### config.mk
export PLATFORM = sky130hd
export DESIGN_NAME = rc_link_monitor
export DESIGN_NICKNAME = d
export VERILOG_FILES = /design/src/rtl/drone_pkg.sv /design/src/rtl/link_watchdog.sv /design/src/rtl/rc_link_monitor.sv
export SDC_FILE = /design/constraint.sdc
export NUM_CORES = 1
export LEC_CHECK = 0
export ABC_CLOCK_PERIOD_IN_PS = 2600
export CORE_MARGIN = 2
export CORE_UTILIZATION = 39
export CTS_CLUSTER_SIZE = 28
export DETAILED_ROUTE_END_ITERATION = 6
export GPL_ROUTABILITY_DRIVEN = 0
export SLEW_MARGIN = 10
export SYNTH_ARGS = -nofsm -noshare
export SYNTH_HDL_FRONTEND = slang
export SYNTH_SLANG_ARGS = --single-unit
### constraint.sdc
create_clock -name clk -period 2.6 [get_ports clk]
set_clock_uncertainty 0.2 [all_clocks]
set_input_delay 0.52 -clock clk [delete_from_list [all_inputs] [get_ports clk]]
set_output_delay 0.52 -clock clk [all_outputs]
set_load 0.02 [all_outputs]
### src/rtl/drone_pkg.sv
// Shared types for the drone control slice: RC link monitor states, flight-state
// FSM states and a small saturating-increment helper used by the counters.
package drone_pkg;

    localparam logic [1:0] ST_NO_LINK  = 2'd0;
    localparam logic [1:0] ST_ACQUIRE  = 2'd1;
    localparam logic [1:0] ST_LOCKED   = 2'd2;
    localparam logic [1:0] ST_FAILSAFE = 2'd3;

    typedef enum logic [1:0] {
        NO_LINK  = ST_NO_LINK,
        ACQUIRE  = ST_ACQUIRE,
        LOCKED   = ST_LOCKED,
        FAILSAFE = ST_FAILSAFE
    } link_state_t;

    typedef enum logic [2:0] {
        FLT_DISARMED = 3'd0,
        FLT_ARMED    = 3'd1,
        FLT_TAKEOFF  = 3'd2,
        FLT_FLYING   = 3'd3,
        FLT_LANDING  = 3'd4,
        FLT_FAILSAFE = 3'd5
    } flight_state_t;

    function automatic logic [7:0] sat_inc8(input logic [7:0] value);
        return (value == 8'hFF) ? value : value + 8'd1;
    endfunction

endpackage

### src/rtl/link_watchdog.sv
// Frame watchdog: counts clk cycles since the last kick, saturating at TIMEOUT_CYCLES;
// timeout is asserted while the count sits at the limit.
module link_watchdog #(
    parameter int TIMEOUT_CYCLES = 1000
) (
    input  logic clk,
    input  logic reset,
    input  logic kick,
    output logic timeout
);

    localparam int CNT_W = $clog2(TIMEOUT_CYCLES + 1);
    localparam logic [CNT_W-1:0] LIMIT = CNT_W'(TIMEOUT_CYCLES);

    logic [CNT_W-1:0] count;

    always_ff @(posedge clk or posedge reset) begin
        if (reset) begin
            count <= '0;
        end else if (kick) begin
            count <= '0;
        end else if (count != LIMIT) begin
            count <= count + CNT_W'(1);
        end
    end

    assign timeout = (count == LIMIT);

endmodule

### src/rtl/rc_link_monitor.sv
// RC receiver link monitor: acquires lock after consecutive good frames, drops to
// failsafe on frame loss or a burst of bad frames, and counts CRC errors.
module rc_link_monitor
    import drone_pkg::*;
#(
    parameter int ACQUIRE_FRAMES = 4,
    parameter int TIMEOUT_CYCLES = 1000,
    parameter int BAD_LIMIT      = 3
) (
    input  logic       clk,
    input  logic       reset,
    input  logic       frame_valid,
    input  logic       frame_crc_ok,
    output logic       reciverenable,
    output logic       failsafe,
    output logic [1:0] link_state,
    output logic [7:0] frame_err_cnt
);

    localparam logic [7:0] ACQ_TARGET = 8'(ACQUIRE_FRAMES);
    localparam logic [7:0] BAD_TARGET = 8'(BAD_LIMIT);

    link_state_t state, state_nxt;
    logic [7:0]  good_cnt, good_cnt_nxt;
    logic [7:0]  bad_cnt, bad_cnt_nxt;
    logic        good_frame, bad_frame;
    logic        wd_timeout, timeout_evt;

    assign good_frame = frame_valid && frame_crc_ok;
    assign bad_frame  = frame_valid && !frame_crc_ok;

    link_watchdog #(
        .TIMEOUT_CYCLES(TIMEOUT_CYCLES)
    ) u_watchdog (
        .clk    (clk),
        .reset  (reset),
        .kick   (good_frame),
        .timeout(wd_timeout)
    );

    // A good frame on the cycle the watchdog expires keeps the link alive.
    assign timeout_evt = wd_timeout && !good_frame;

    always_comb begin
        state_nxt    = state;
        good_cnt_nxt = good_cnt;
        bad_cnt_nxt  = bad_cnt;
        case (state)
            NO_LINK: begin
                if (good_frame) begin
                    state_nxt    = ACQUIRE;
                    good_cnt_nxt = 8'd1;
                end
            end
            ACQUIRE: begin
                if (bad_frame || timeout_evt) begin
                    state_nxt    = NO_LINK;
                    good_cnt_nxt = '0;
                end else if (good_frame) begin
                    if (good_cnt + 8'd1 >= ACQ_TARGET) begin
                        state_nxt    = LOCKED;
                        good_cnt_nxt = '0;
                        bad_cnt_nxt  = '0;
                    end else begin
                        good_cnt_nxt = good_cnt + 8'd1;
                    end
                end
            end
            LOCKED: begin
                if (good_frame) begin
                    bad_cnt_nxt = '0;
                end else if (timeout_evt || (bad_frame && (bad_cnt + 8'd1 >= BAD_TARGET))) begin
                    state_nxt   = FAILSAFE;
                    bad_cnt_nxt = '0;
                end else if (bad_frame) begin
                    bad_cnt_nxt = bad_cnt + 8'd1;
                end
            end
            FAILSAFE: begin
                if (good_frame) begin
                    state_nxt    = ACQUIRE;
                    good_cnt_nxt = 8'd1;
                end
            end
            default: begin
                state_nxt    = NO_LINK;
                good_cnt_nxt = '0;
                bad_cnt_nxt  = '0;
            end
        endcase
    end

    always_ff @(posedge clk or posedge reset) begin
        if (reset) begin
            state         <= NO_LINK;
            good_cnt      <= '0;
            bad_cnt       <= '0;
            frame_err_cnt <= '0;
        end else begin
            state    <= state_nxt;
            good_cnt <= good_cnt_nxt;
            bad_cnt  <= bad_cnt_nxt;
            if (bad_frame) begin
                frame_err_cnt <= sat_inc8(frame_err_cnt);
            end
        end
    end

    assign reciverenable = (state == LOCKED);
    assign failsafe      = (state == FAILSAFE);
    assign link_state    = state;

endmodule
==> out/metrics.yaml <==
place:
  placed_area_mm2: 0.00218
  pre_cts_slack_ns: 0.110
  io_buffers: 15
  hpwl_um: 2610
setup_path:
  crit_path_end_kind: "output port"
  reg2regPathDepth: 7
  crit_cells: 3
  cp.arrival_ns: 1.68
  critPathTopFamily: "buffers and inverters"
  crit_end: "reciverenable"
  crit_start: "link_state[0]$_DFFE_PP0P_"
  worstPathCellList: "inv_1 > ha_1 > clkdlybuf4s50_1"
  critPathKind: "flop to output port"
  r2r-end: "link_state[0]$_DFFE_PP0P_"
  cp_slowest_stage_delay_ns: 0.64
  r2r_start: "u_watchdog.count[2]$_DFFE_PP0N_"
  r2r_setup_slack_ns: 0.25
  cp.required_ns: 1.88
  start_kind: "flop"
  slowest_stage: "clkdlybuf4s50_1"
  crit_path_max_fanout: 6
  cp_num_buf_inv: 2
pwr:
  powerDensity_mw_per_mm2: 913
  power_mw: 2.06
  combPwrFrac: 0.437
  vdd_drop_max_mv: 0.476
  power_frac_seq: 0.383
  clockPowerShare: 0.180
  p_int_mw: 1.30
  leakagePower_nw: 1.05
  p_sw_uw: 760
  switching_share: 0.368
flow_run:
  maxCapViolCount: 0
yosys:
  synth_top_area_frac: 0.471
  synth_cells: 184
  synth_warnings: 0
  synth_sequential_area_ratio: 0.471
  synth-seq-cells: 36
  async_flop_share: 1.00
  yosys.area.top_type: "dfrtp_1"
  synth.avg_cell_area_um2: 10.4
  synth_cell_type_count: 41
  syn_nets: 197
  syn_area_mm2: 0.00191
  synth_edf_count: 0
  yosys-top-cells-area: "dfrtp_1 47%, ha_1 5.9%, xnor2_1 4.6%"
  ys.flop_type: "dfrtp_1"
global_routing:
  antenna_found_initial: 0
  grt_pass1_vias: 1408
  grt_pass1_wl_um: 6380
  gr-total-overflow: 0
  grt_max_degree: 37
  grtUsageTotal: 0.152
sta:
  max_freq_mhz: 416
  slew-limit-headroom: 0.687
  slew_viol_final: 0
  fin_crit_ns: 2.40
  hold_viol_final: 0
  post-route-period-util: 0.924
  tightestPinTransition_ns: 0.470
  fin_tns_setup_ns: 0
  finalWorstSetupSlack_ns: 0.197
  setup_viol_count_final: 0
  rsz0062_at_grt: "false"
outcome:
  status: "completed"
die:
  dieWidth_um: 74.0
  die-area_mm2: 0.00548
  io_pins: 16
  initial_core_util: 0.405
  rows: 25
  core-area_mm2: 0.00472
  chipHeight_um: 74.0
worst_hold_path:
  min_path_type: "flop to flop"
drt:
  via_count: 1381
  dr.pass1.iters: 4
  vias_per_cell: 4.99
  totalWireLength_um: 3640
  wire_per_inst_um: 13.2
  drc: 0
  ant_nets: 0
  drt-initial-drc-count: 75
clock_network:
  clk_latency_ns: 0.28
  max-clock-path-buffers: 2
  path_clk_slew_ns: 0.07
  ctsHoldBuffers: 0
  root_buffer: "clkbuf_8"
  postCtsSetupBuffers: 0
  htree_levels: 2
  cts_sinks: 36
  cts_resized: 0
  tritoncts.num_buffers: 5
  cts_tree: "done"
layout:
  num_antenna_cells: 0
  syn_to_final_growth_pct: 18.3
  post-route-util: 0.479
  post-route-cell-area_mm2: 0.00226
  drive_gt1_frac: 0.143
  nets: 223
placed cells by master, fill, tap and decap left out, types with 2 or more instances in the layout:
master and count:
nor2b_1 3, nor3_1 3, a21o_1 2, nand4_1 3
o21ai_0 4, inv_1 9, and3_1 4, buf_4 6
ha_1 9, xnor2_1 10, clkdlybuf4s50_1 15, or2_2 2
and2b_2 7, nand3_1 11, mux2_2 2, nand2b_1 4
nand3b_1 2, and2_1 8, xor2_1 8, a21oi_1 5
nor2_1 17, nand2_1 13, dfrtp_1 36, a31oi_1 2
clkbuf_8 5
through the flow:
stage / instances / hold WS, ns
CTS: 277 / 0.310
finish: 277 / 0.305
floorplan: 184 / 0.268
global route: 277 / 0.322
global placement: 270 / 0.278
detailed placement: 270 / 0.293
power groups by stage:
stage | clock [mW] | sequential [mW] | combinational (mW)
6_report | 0.371 | 0.790 | 0.902
5_1_grt | 0.414 | 0.812 | 0.995
4_1_cts | 0.387 | 0.791 | 0.912
3_5_place_dp | 0 | 0.799 | 0.908
3_3_place_gp | 0 | 0.790 | 0.887
2_1_floorplan | 0 | 0.845 | 0.536
cell type report:
class,instances,area (um^2)
repair buffers,21,195
flip-flops and latches,36,901
fillers,455,2460
clock inverters,1,5.00
multi-input cells,137,970
inverters,9,33.8
clock buffers,6,72.6
well taps,67,83.8
worst min-delay path by stage:
stage	from	end	slack, ns	cells past startpoint
final	frame_err_cnt[4]$_DFFE_PP0P_	frame_err_cnt[4]$_DFFE_PP0P_	0.30	1
after floorplan	good_cnt[6]$_DFFE_PP0P_	good_cnt[6]$_DFFE_PP0P_	0.27	1
after CTS	frame_err_cnt[4]$_DFFE_PP0P_	frame_err_cnt[4]$_DFFE_PP0P_	0.31	1
after global routing	good_cnt[6]$_DFFE_PP0P_	good_cnt[6]$_DFFE_PP0P_	0.32	1
after detailed placement	good_cnt[6]$_DFFE_PP0P_	good_cnt[6]$_DFFE_PP0P_	0.29	1
after global placement	frame_err_cnt[6]$_DFFE_PP0P_	frame_err_cnt[6]$_DFFE_PP0P_	0.28	1
cells in the mapped netlist (2+ instances only):
| cell | count |
|---|---|
| a21o_1 | 2 |
| a21oi_1 | 5 |
| a31oi_1 | 2 |
| and2_1 | 8 |
| and2b_2 | 7 |
| and3_1 | 4 |
| clkbuf_1 | 2 |
| dfrtp_1 | 36 |
| ha_1 | 9 |
| inv_1 | 9 |
| mux2_2 | 2 |
| nand2_1 | 13 |
| nand2b_1 | 4 |
| nand3_1 | 11 |
| nand3b_1 | 2 |
| nand4_1 | 3 |
| nor2_1 | 17 |
| nor2b_1 | 3 |
| nor3_1 | 3 |
| o21ai_0 | 4 |
| or2_2 | 2 |
| xnor2_1 | 10 |
| xor2_1 | 8 |
state kept, by name, indices dropped and copies added (netlist names):
signal,cells
u_watchdog.count,10
link_state,2
bad_cnt,8
frame_err_cnt,8
good_cnt,8
routing by layer:
metal	GRT usage	vias up	wire length (um)
li1	-	679	-
met1	0.194	670	1690
met2	0.250	25	1750
met5	0	-	0
met3	0.0393	7	143
met4	0.0545	0	61
kinds of logic (layout without fill, tap and decap cells):
family / after synthesis / in the layout / share of synthesized area
flip-flops: 36 / 36 / 0.471
AO/OA/AOI/OAI: 24 / 24 / 0.100
XOR/XNOR: 18 / 18 / 0.0825
adder cells (fa/ha/maj): 9 / 9 / 0.0589
multiplexers: 3 / 3 / 0.0170
buffers and inverters: 11 / 37 / 0.0216
AND/OR/NAND/NOR: 83 / 83 / 0.249
No activity file was read; power rests on OpenSTA's default activity.
